**src/rtl/spi_master_io_ctrl.sv**
```systemverilog
// SPI master IO sequencer: pops bytes from a first-word-fall-through FIFO,
// shifts them out on MOSI with a programmable SCLK (modes 0-3), assembles
// MISO into received bytes and keeps SS low across back-to-back bytes.
module spi_master_io_ctrl #(
    parameter int SW = 8,
    parameter int DW = 8
) (
    input  logic          clk,
    input  logic          reset,
    input  logic          spi_en,
    input  logic          cpol,
    input  logic          cpha,
    input  logic          lsbfirst,
    input  logic [DW-1:0] clkdiv,
    input  logic          fifo_empty,
    input  logic [SW-1:0] fifo_dout,
    output logic          fifo_read,
    output logic          sclk,
    output logic          mosi,
    output logic          ss,
    input  logic          miso,
    output logic          rx_access,
    output logic [SW-1:0] rx_data,
    output logic          busy
);

    typedef enum logic [1:0] {IDLE, SETUP, DATA, HOLD} state_t;

    state_t        state;
    logic [DW-1:0] div_cnt;
    logic [DW-1:0] div_q;
    logic          cpol_q;
    logic          cpha_q;
    logic          lsb_q;
    logic [3:0]    edge_cnt;
    logic [SW-1:0] tx_sh;
    logic [SW-1:0] rx_sh;

    logic          tick;
    logic          leading;
    logic          last_edge;
    logic          can_pop;
    logic          sample_now;
    logic          advance_now;
    logic [SW-1:0] rx_next;

    // Bit that leaves the shift register next, given the bit order.
    function automatic logic head_bit(input logic [SW-1:0] v, input logic lsb);
        return lsb ? v[0] : v[SW-1];
    endfunction

    // Shift register contents after the head bit has been sent.
    function automatic logic [SW-1:0] shift_out(input logic [SW-1:0] v, input logic lsb);
        return lsb ? {1'b0, v[SW-1:1]} : {v[SW-2:0], 1'b0};
    endfunction

    // Half-period tick, edge classification and the receive shifter's next value.
    always_comb begin
        tick        = (div_cnt == div_q);
        leading     = ~edge_cnt[0];
        last_edge   = (edge_cnt == 4'd15);
        can_pop     = spi_en & ~fifo_empty;
        sample_now  = (state == DATA) && tick && (leading ^ cpha_q);
        advance_now = (state == DATA) && tick &&
                      (cpha_q ? leading : (!leading && !last_edge));
        rx_next     = rx_sh;
        if (sample_now) begin
            rx_next = lsb_q ? {miso, rx_sh[SW-1:1]} : {rx_sh[SW-2:0], miso};
        end
    end

    // Frame sequencer with registered pin outputs and FIFO/receive strobes.
    always_ff @(posedge clk) begin
        if (reset) begin
            state     <= IDLE;
            div_cnt   <= '0;
            div_q     <= '0;
            cpol_q    <= 1'b0;
            cpha_q    <= 1'b0;
            lsb_q     <= 1'b0;
            edge_cnt  <= '0;
            tx_sh     <= '0;
            rx_sh     <= '0;
            fifo_read <= 1'b0;
            sclk      <= 1'b0;
            mosi      <= 1'b0;
            ss        <= 1'b1;
            rx_access <= 1'b0;
            rx_data   <= '0;
            busy      <= 1'b0;
        end else begin
            fifo_read <= 1'b0;
            rx_access <= 1'b0;
            rx_sh     <= rx_next;
            if (state != IDLE) begin
                div_cnt <= tick ? '0 : div_cnt + DW'(1);
            end
            case (state)
                IDLE: begin
                    ss      <= 1'b1;
                    sclk    <= cpol_q;
                    mosi    <= 1'b0;
                    busy    <= 1'b0;
                    div_cnt <= '0;
                    if (can_pop) begin
                        fifo_read <= 1'b1;
                        cpol_q    <= cpol;
                        cpha_q    <= cpha;
                        lsb_q     <= lsbfirst;
                        div_q     <= clkdiv;
                        sclk      <= cpol;
                        ss        <= 1'b0;
                        busy      <= 1'b1;
                        state     <= SETUP;
                        if (!cpha) begin
                            mosi  <= head_bit(fifo_dout, lsbfirst);
                            tx_sh <= shift_out(fifo_dout, lsbfirst);
                        end else begin
                            tx_sh <= fifo_dout;
                        end
                    end
                end
                SETUP: begin
                    if (tick) begin
                        edge_cnt <= '0;
                        state    <= DATA;
                    end
                end
                DATA: begin
                    if (tick) begin
                        sclk <= ~sclk;
                        if (advance_now) begin
                            mosi  <= head_bit(tx_sh, lsb_q);
                            tx_sh <= shift_out(tx_sh, lsb_q);
                        end
                        if (last_edge) begin
                            rx_access <= 1'b1;
                            rx_data   <= rx_next;
                            if (can_pop) begin
                                fifo_read <= 1'b1;
                                edge_cnt  <= '0;
                                if (!cpha_q) begin
                                    mosi  <= head_bit(fifo_dout, lsb_q);
                                    tx_sh <= shift_out(fifo_dout, lsb_q);
                                end else begin
                                    tx_sh <= fifo_dout;
                                end
                            end else begin
                                state <= HOLD;
                            end
                        end else begin
                            edge_cnt <= edge_cnt + 4'd1;
                        end
                    end
                end
                HOLD: begin
                    sclk <= cpol_q;
                    if (tick) begin
                        ss    <= 1'b1;
                        mosi  <= 1'b0;
                        busy  <= 1'b0;
                        state <= IDLE;
                    end
                end
                default: state <= IDLE;
            endcase
        end
    end

endmodule

```
**config.mk**
```make
export PLATFORM = sky130hd
export DESIGN_NAME = spi_master_io_ctrl
export DESIGN_NICKNAME = d
export VERILOG_FILES = /design/src/rtl/spi_master_io_ctrl.sv
export SDC_FILE = /design/constraint.sdc
export NUM_CORES = 1
export LEC_CHECK = 0
export BUFFER_PORTS_ARGS = -buffer_cell sky130_fd_sc_hd__buf_2
export CORE_MARGIN = 2
export CORE_UTILIZATION = 50
export DETAILED_ROUTE_END_ITERATION = 16
export PLACE_DENSITY = 0.73
export SYNTH_ARGS = -nofsm -noshare
export SYNTH_HDL_FRONTEND = slang
export SYNTH_SLANG_ARGS = --single-unit
```
**constraint.sdc**
```tcl
create_clock -name clk -period 1.8 [get_ports clk]
set_input_delay 0.09 -clock clk [delete_from_list [all_inputs] [get_ports clk]]
set_output_delay 0.09 -clock clk [all_outputs]
set_load 0.01 [all_outputs]
```
==> impl_table.tex, run 1 <==
\begin{tabular}{lr}
\hline
Metric & Value \\
\hline
\multicolumn{2}{l}{\textbf{Synthesis}} \\
\quad Mean post-synth cell area & about 8.3 um\^{}2 \\
\quad Sequential-to-total area share from yosys stat & approximately a third \\
\quad Post-synthesis register bit count & 55 \\
\quad Post-synthesis instance area & between 3000 and 4000 um\^{}2 \\
\quad Yosys warning total & 0 \\
\quad Area share of the largest cell type after synthesis & 33.8\% \\
\quad Largest cells by area after synthesis & dfxtp\_1, mux2i\_1, nand2\_1 \\
\quad Number of enable flip-flop cells after synthesis & 0 \\
\quad Share of flip-flops with an asynchronous set or reset after synthesis & 0\% \\
\quad Number of instances in the synthesized netlist & between 300 and 400 \\
\quad Leading register cell type out of synthesis & dfxtp\_1 \\
\quad Cell type with the highest aggregate area in the netlist & dfxtp\_1 \\
\quad Netlist cell types & 50 \\
\quad Syn\_nets & around 430 \\
\multicolumn{2}{l}{\textbf{Timing}} \\
\quad Slew at the pin closest to its max-slew limit & 0.479 ns \\
\quad Slew Limit Fails & 0 \\
\quad Hold violation count in the final report & 0 \\
\quad Max Clock Skew & approximately 0.010 ns \\
\quad Final setup violation count & 0 \\
\quad Hold slack final & approximately 0.0099 ns \\
\quad Highest achievable clock rate & around 0.58 GHz \\
\quad Slew HR & just under 70\% \\
\quad Minimum period implied by the final worst setup slack & around 1.7 ns \\
\quad Post-route clock period utilization & between 90\% and 100\% \\
\multicolumn{2}{l}{\textbf{Floorplan}} \\
\quad Placement Rows & 29 \\
\quad DIE WIDTH & about 85 um \\
\quad Starting density of the core & about half \\
\quad Die Footprint & approximately 7200 um\^{}2 \\
\quad Vertical die dimension & 84.8 um \\
\quad Standard cell core area & $\sim$6300 um\^{}2 \\
\quad \# IOs & 38 \\
\multicolumn{2}{l}{\textbf{Hold path}} \\
\quad Min-delay worst type & input pin to register \\
\quad Worst hold endpoint & div\_q[2] \\
\quad Start point of the worst hold path & clkdiv[2] \\
\quad Hold Crit Depth & 3 \\
\multicolumn{2}{l}{\textbf{Clock network}} \\
\quad CTS Buffer Depth & 2 \\
\quad Buffer type at the clock tree root & clkbuf\_8 \\
\quad Insertion delay of the later-clocked pin in the worst-skew pair & 0.30 ns \\
\quad Count of hold buffers inserted by post-cts repair & 0 \\
\quad Clk pin slew, worst setup/hold paths & around 0.10 ns \\
\quad TritonCTS clock tree & built \\
\quad Htree depth & 2 \\
\quad Number of CTS-inserted buffers & 5 \\
\quad CTS sink cnt & 55 \\
\multicolumn{2}{l}{\textbf{Critical path}} \\
\quad CP Buf/Inv Count & 0 \\
\quad End of the worst register-to-register path & mosi \\
\quad Maximum fanout count along the critical path & 7 \\
\quad CP Capture Type & register \\
\quad Slowest cell on crit path & dfxtp\_4 \\
\quad Required @ worst endpoint & 2.03 ns \\
\quad Reg2Reg Launch Point & edge\_cnt[0] \\
\quad Worst reg2reg path depth & 6 \\
\quad CP Data Arrival Time & 1.97 ns \\
\quad Critical setup path kind & register to register \\
\quad Chain of cells forming the critical path & ha\_4 > nand3\_4 > o21a\_4 > and4\_1 > o41a\_1 > a211oi\_2 \\
\quad Kind of launch point of the worst setup path & register \\
\quad Cell class contributing the biggest share of worst-path delay & compound AO/OA/AOI/OAI gates \\
\quad Largest stage delay on the critical path & about 0.41 ns \\
\quad Worst R2R Setup Slack & roughly 0.066 ns \\
\multicolumn{2}{l}{\textbf{Global route}} \\
\quad Global-route congestion overflow total & 0 \\
\quad Overall global routing resource usage & between 20\% and 30\% \\
\quad First-pass GRT wire length & $\sim$13000 um \\
\quad Number of global-route vias before repair & 2730 \\
\quad Maximum number of pins on one net before global-route repair & 28 \\
\quad Antenna violations before repair & 0 \\
\multicolumn{2}{l}{\textbf{Layout}} \\
\quad Most common cell after layout, fill and taps aside & dfxtp\_1 \\
\quad Antenna diodes & 0 \\
\quad Layout area overhead & 20.5\% \\
\quad Core Util, Final & between 60\% and 70\% \\
\quad Most frequent cells in the layout & dfxtp\_1, nand2\_1, nor2\_1 \\
\quad Number of nets in the layout & $\sim$480 \\
\quad Count of placed standard cells in the final layout, fillers left out & 526 \\
\quad Fraction of layout cells with a size suffix above 1 & 23.8\% \\
\quad Final Instance Area & 3930 um\^{}2 \\
\multicolumn{2}{l}{\textbf{Placed design}} \\
\quad Placed cells & 513 \\
\quad Final weighted congestion in routability-driven placement & between 0.8 and 0.9 \\
\quad DP Wirelength & $\sim$5500 um \\
\quad Count of port buffers added during placement & 37 \\
\quad Total placed instance area & 3700 um\^{}2 \\
\multicolumn{2}{l}{\textbf{Detailed routing}} \\
\quad DRC violation count after routing & 0 \\
\quad Number of nets with antenna violations after routing & 0 \\
\quad Wire length per cell after detailed routing & around 15 um \\
\quad Number of DRC markers in iteration 0 & 250 \\
\quad Via count & 3076 \\
\quad Number of detailed-routing iterations run before antenna repair & 4 \\
\quad Vias per Instance & just under 6 \\
\quad Detailed-route wire length & 8110 um \\
\multicolumn{2}{l}{\textbf{Power and ir drop}} \\
\quad Maximum resistive drop on vdd & 716 uV \\
\quad PwrDens & 1020 nW/um\^{}2 \\
\quad Leakage Power & 1.52 nW \\
\multicolumn{2}{l}{\textbf{Run status}} \\
\quad Status & complete, no violations \\
\multicolumn{2}{l}{\textbf{Job}} \\
\quad Count of max-cap constraint violations & 0 \\
\hline
\end{tabular}
-- where the power goes --
group,internal (mW),total [mW],switching (mW)
Clock,0.352,0.731,0.379
Combinational,0.758,1.78,1.02
Sequential,1.36,1.48,0.122
-- synth_stat cells (2+ instances only) --
cell type / number
nor2_1: 42
o2bb2ai_1: 12
inv_1: 6
xnor2_1: 12
clkbuf_1: 19
nand2_1: 49
a22oi_1: 3
and3_1: 4
and4_1: 4
xor2_1: 2
ha_1: 7
nand3_1: 8
buf_2: 9
or3b_1: 2
nand2b_1: 5
nor4_1: 2
a41oi_1: 8
a21oi_1: 22
o21ai_0: 25
o211ai_1: 3
nand4_1: 6
a211oi_1: 10
a311oi_1: 2
o22ai_1: 2
dfxtp_1: 55
nor3_1: 2
nor2b_1: 4
a31oi_1: 3
mux2i_1: 31
inv_2: 2
mux2_1: 11
or3_1: 4
-- cell families (layout without fill, tap and decap cells) --
family / count (synthesis) / in the layout / share of synthesized area, %
and+or+nand+nor: 135 / 135 / 19.5
AOI/OAI and AO/OA: 103 / 103 / 21.5
DFF: 55 / 55 / 33.8
muxes: 42 / 42 / 13.3
buffers and inverters: 37 / 92 / 4.60
xor gates and xnor gates: 15 / 15 / 4.60
adders and majority gates: 7 / 7 / 2.69
-- through the flow --
| stage | setup WS, ns | setup TNS (ns) | power, mW |
|---|---|---|---|
| detailed placement | -0.0429 | -0.233 | 3.12 |
| CTS | 0.00662 | 0 | 3.87 |
| global placement | -0.0264 | -0.0427 | 3.10 |
| global route | -0.0182 | -0.0708 | 4.25 |
| floorplan | 0.0560 | 0 | 2.61 |
| finish | 0.0665 | 0 | 4.00 |
-- registers in the layout (all words and copies together), names as in the netlist, 2 cells and up --
signal,cells
rx_data,8
rx_sh,8
div_q,8
state,2
edge_cnt,4
div_cnt,8
tx_sh,8
-- area by class of cell --
| class | count | area (um^2) |
|---|---|---|
| Fill cell | 573 | 2380 |
| Multi-Input combinational cell | 302 | 2110 |
| Sequential cell | 55 | 1100 |
| Timing Repair Buffer | 76 | 492 |
| Clock buffer | 8 | 100 |
| Tap cell | 77 | 96.3 |
| Inverter | 8 | 30.0 |
-- worst reg2reg max path: cells and delay by family (launching register included) --
family	cells	cell delay, ns
compound gates	3	0.80
simple gates	2	0.29
flops	1	0.41
fa+ha+maj	1	0.16
-- what timing repair did --
item                                    CTS  global route
resized for setup                         3            22
cloned                                    0             1
setup buffers                             0             4
endpoints found under the setup margin   19            29
pin swaps                                 0             3
-- worst max-delay path by stage --
stage | start | to | slack (ns) | cells past startpoint
2_1_floorplan | edge_cnt[0] | mosi | 0.06 | 6
5_1_grt | div_cnt[6] | edge_cnt[0] | -0.02 | 5
3_3_place_gp | div_q[2] | tx_sh[6] | -0.03 | 5
4_1_cts | edge_cnt[0] | mosi | 0.007 | 6
6_report | edge_cnt[0] | mosi | 0.07 | 6
3_5_place_dp | div_q[2] | tx_sh[6] | -0.04 | 5
-- metal layers --
layer,routed length (um),GRT usage [%],part of all wire [%],vias to the layer above
met2,3850,33.9,48,96
met5,0,0,0,-
met4,71,6.06,0.88,0
met1,3650,30.0,45,1438
met3,538,4.42,6.6,8
li1,-,-,-,1534
(Power assumes the default switching activity.)
==> run 2: changes to the inputs <==
- GPL_TIMING_DRIVEN: not set -> 0
==> run 2 against run 1 <==
Against the previous run: clock skew grew 0.0017 ns; non-clock buffer count fell by 3; combinational power grew 4%; clock power grew 2%; hold slack worse by 0.0019 ns; wire length up 4.1%; sequential share of layout area rose by 0.34 points; largest power group unchanged.
==> impl_table.tex, run 2 (synthesis results as in run 1) <==
\begin{tabular}{lr}
\hline
Metric & Value \\
\hline
\multicolumn{2}{l}{\textbf{Run status}} \\
\quad Status & complete, no violations (unchanged) \\
\multicolumn{2}{l}{\textbf{Layout}} \\
\quad Layout area overhead & 21.1\% (was 20.5\%) \\
\quad Most frequent cells in the layout & nand2\_1, dfxtp\_1, buf\_2, nor2\_1, mux2i\_1 (was dfxtp\_1, nand2\_1, nor2\_1) \\
\quad Antenna diodes & 0 (unchanged) \\
\quad Most common cell after layout, fill and taps aside & nand2\_1 (was dfxtp\_1) \\
\quad Fraction of layout cells with a size suffix above 1 & 26.0\% (was 23.8\%) \\
\quad Number of nets in the layout & 476 (was 479) \\
\quad Fillers & 564 (was 573) \\
\quad Final Instance Area & 3950 um\^{}2 (was 3930 um\^{}2) \\
\quad Count of placed standard cells in the final layout, fillers left out & 523 (was 526) \\
\multicolumn{2}{l}{\textbf{Power and ir drop}} \\
\quad Maximum resistive drop on vdd & 616 uV (was 716 uV) \\
\quad PwrDens & 1040 nW/um\^{}2 (was 1020 nW/um\^{}2) \\
\quad Leakage Power & 1.49 nW (was 1.52 nW) \\
\multicolumn{2}{l}{\textbf{Timing}} \\
\quad Slew at the pin closest to its max-slew limit & 0.620 ns (was 0.479 ns) \\
\quad Minimum period implied by the final worst setup slack & 1.74 ns (was 1.73 ns) \\
\quad Post-route clock period utilization & 96.9\% (was 96.3\%) \\
\quad Max Clock Skew & 0.0119 ns (was 0.0103 ns) \\
\quad Unrepaired setup endpoints after global routing & yes \\
\quad Hold violation count in the final report & 0 (unchanged) \\
\quad Final setup violation count & 0 (unchanged) \\
\quad Setup Total Neg Slack & 0 ns (unchanged) \\
\quad Highest achievable clock rate & 0.573 GHz (was 0.577 GHz) \\
\quad Slew Limit Fails & 0 (unchanged) \\
\quad Slew HR & 58.6\% (was 68.1\%) \\
\multicolumn{2}{l}{\textbf{Floorplan}} \\
\quad Placement Rows & 29 (unchanged) \\
\quad Starting density of the core & 51.6\% (unchanged) \\
\quad Die Footprint & 7180 um\^{}2 (unchanged) \\
\quad Vertical die dimension & 84.8 um (unchanged) \\
\quad \# IOs & 38 (unchanged) \\
\quad Standard cell core area & 6310 um\^{}2 (unchanged) \\
\quad DIE WIDTH & 84.8 um (unchanged) \\
\multicolumn{2}{l}{\textbf{Global route}} \\
\quad Global-route congestion overflow total & 0 (unchanged) \\
\quad Number of global-route vias before repair & 2866 (was 2730) \\
\quad Antenna violations before repair & 0 (unchanged) \\
\quad Overall global routing resource usage & 22.8\% (was 21.5\%) \\
\quad First-pass GRT wire length & 13600 um (was 12900 um) \\
\quad Maximum number of pins on one net before global-route repair & 16 (was 28) \\
\multicolumn{2}{l}{\textbf{Critical path}} \\
\quad CP Data Arrival Time & 1.98 ns (was 1.97 ns) \\
\quad Chain of cells forming the critical path & xnor2\_2 > and4\_4 > buf\_6 > nand2\_1 > or4\_1 > a21oi\_1 (was ha\_4 > nand3\_4 > o21a\_4 > and4\_1 > o41a\_1 > a211oi\_2) \\
\quad Kind of launch point of the worst setup path & register (unchanged) \\
\quad CP Capture Type & register (unchanged) \\
\quad Slowest cell on crit path & or4\_1 (was dfxtp\_4) \\
\quad Maximum fanout count along the critical path & 10 (was 7) \\
\quad Largest stage delay on the critical path & 0.47 ns (was 0.41 ns) \\
\quad Worst R2R Setup Slack & 0.06 ns (was 0.07 ns) \\
\quad Required @ worst endpoint & 2.04 ns (was 2.03 ns) \\
\quad Critical setup path kind & register to register (unchanged) \\
\multicolumn{2}{l}{\textbf{Hold path}} \\
\quad Min-delay worst type & input pin to register (unchanged) \\
\multicolumn{2}{l}{\textbf{Detailed routing}} \\
\quad Number of nets with antenna violations after routing & 0 (unchanged) \\
\quad Vias per Instance & 5.95 (was 5.85) \\
\quad Number of detailed-routing iterations run before antenna repair & 5 (was 4) \\
\quad Detailed-route wire length & 8450 um (was 8110 um) \\
\quad Wire length per cell after detailed routing & 16.2 um (was 15.4 um) \\
\quad Number of DRC markers in iteration 0 & 331 (was 250) \\
\quad Via count & 3111 (was 3076) \\
\quad DRC violation count after routing & 0 (unchanged) \\
\multicolumn{2}{l}{\textbf{Clock network}} \\
\quad Htree depth & 2 (unchanged) \\
\quad Count of hold buffers inserted by post-cts repair & 0 (unchanged) \\
\quad Number of CTS-inserted buffers & 5 (unchanged) \\
\quad Clk pin slew, worst setup/hold paths & 0.10 ns (about the same) \\
\quad CTS Buffer Depth & 2 (unchanged) \\
\quad CTS sink cnt & 55 (unchanged) \\
\quad Buffer type at the clock tree root & clkbuf\_8 (unchanged) \\
\quad Insertion delay of the later-clocked pin in the worst-skew pair & 0.31 ns (was 0.30 ns) \\
\quad TritonCTS clock tree & built (unchanged) \\
\multicolumn{2}{l}{\textbf{Placed design}} \\
\quad DP Wirelength & 5830 um (was 5510 um) \\
\quad Total placed instance area & 3540 um\^{}2 (was 3700 um\^{}2) \\
\quad Placed cells & 506 (was 513) \\
\quad Count of port buffers added during placement & 35 (was 37) \\
\quad Final weighted congestion in routability-driven placement & 0.895 (was 0.885) \\
\multicolumn{2}{l}{\textbf{Job}} \\
\quad Count of max-cap constraint violations & 0 (unchanged) \\
\hline
\end{tabular}
==> run 2: changes by cell type in the layout (fill, tap and decap cells not counted), sizes merged <==
cell / previous run / this run
clkbuf: 8 / 24
buf: 76 / 57
==> run 2: worst max-delay path, delay by kind of cell (launching register included) <==
kind / cells / cell delay, ns
simple gates: 3 / 0.83
flops: 1 / 0.35
xor+xnor: 1 / 0.20
buf+inv: 1 / 0.14
compound gates: 1 / 0.14
==> run 2: metrics by stage <==
stage / util, % / worst slack [ns] / hold slack, ns / power [mW]
after global placement: 56.0 / -0.250 / 0.330 / 2.98
after detailed placement: 56.0 / -0.255 / 0.338 / 3.02
after floorplan: - / 0.0560 / 0.226 / 2.61
after CTS: 59.2 / 0.00195 / 0.00772 / 3.87
after global routing: 62.5 / -0.0522 / 0.0221 / 4.37
final: 62.5 / 0.0560 / 0.00796 / 4.12
==> run 2: final timing paths <==
kind	startpoint	endpoint	depth (start not counted)
max reg2reg	div_q[2]	edge_cnt[0]	6
max	div_q[2]	edge_cnt[0]	6
min reg2reg	cpol_q	cpol_q	2
min	clkdiv[2]	div_q[2]	3
==> run 2: what timing repair did <==
item                       4_1_cts  5_1_grt
setup endpoints to repair       43       43
gates resized for setup         33       36
pin swaps                        2        4
buffers inserted                 4        8
==> run 2: cell type report <==
cell class | instances | area (um^2) | area share (%)
plain buffers | 26 | 159 | 4.03
clock buffers | 8 | 100 | 2.54
flip-flops and latches | 55 | 1120 | 28.5
repair buffers | 47 | 265 | 6.72
inverters | 8 | 30.0 | 0.761
multi-input cells | 302 | 2170 | 55.1
well taps | 77 | 96.3 | 2.44
==> run 2: metal layers <==
| layer | wire length [um] | track usage, % | vias up |
|---|---|---|---|
| met5 | 0 | 0 | - |
| met4 | 104 | 7.36 | 0 |
| li1 | - | - | 1528 |
| met1 | 3900 | 32.1 | 1454 |
| met3 | 474 | 3.15 | 12 |
| met2 | 3970 | 36.1 | 117 |
==> run 2: where the power goes <==
part | internal, mW | switching [mW]
registers | 1.37 | 0.151
logic | 0.783 | 1.07
clock network | 0.352 | 0.391
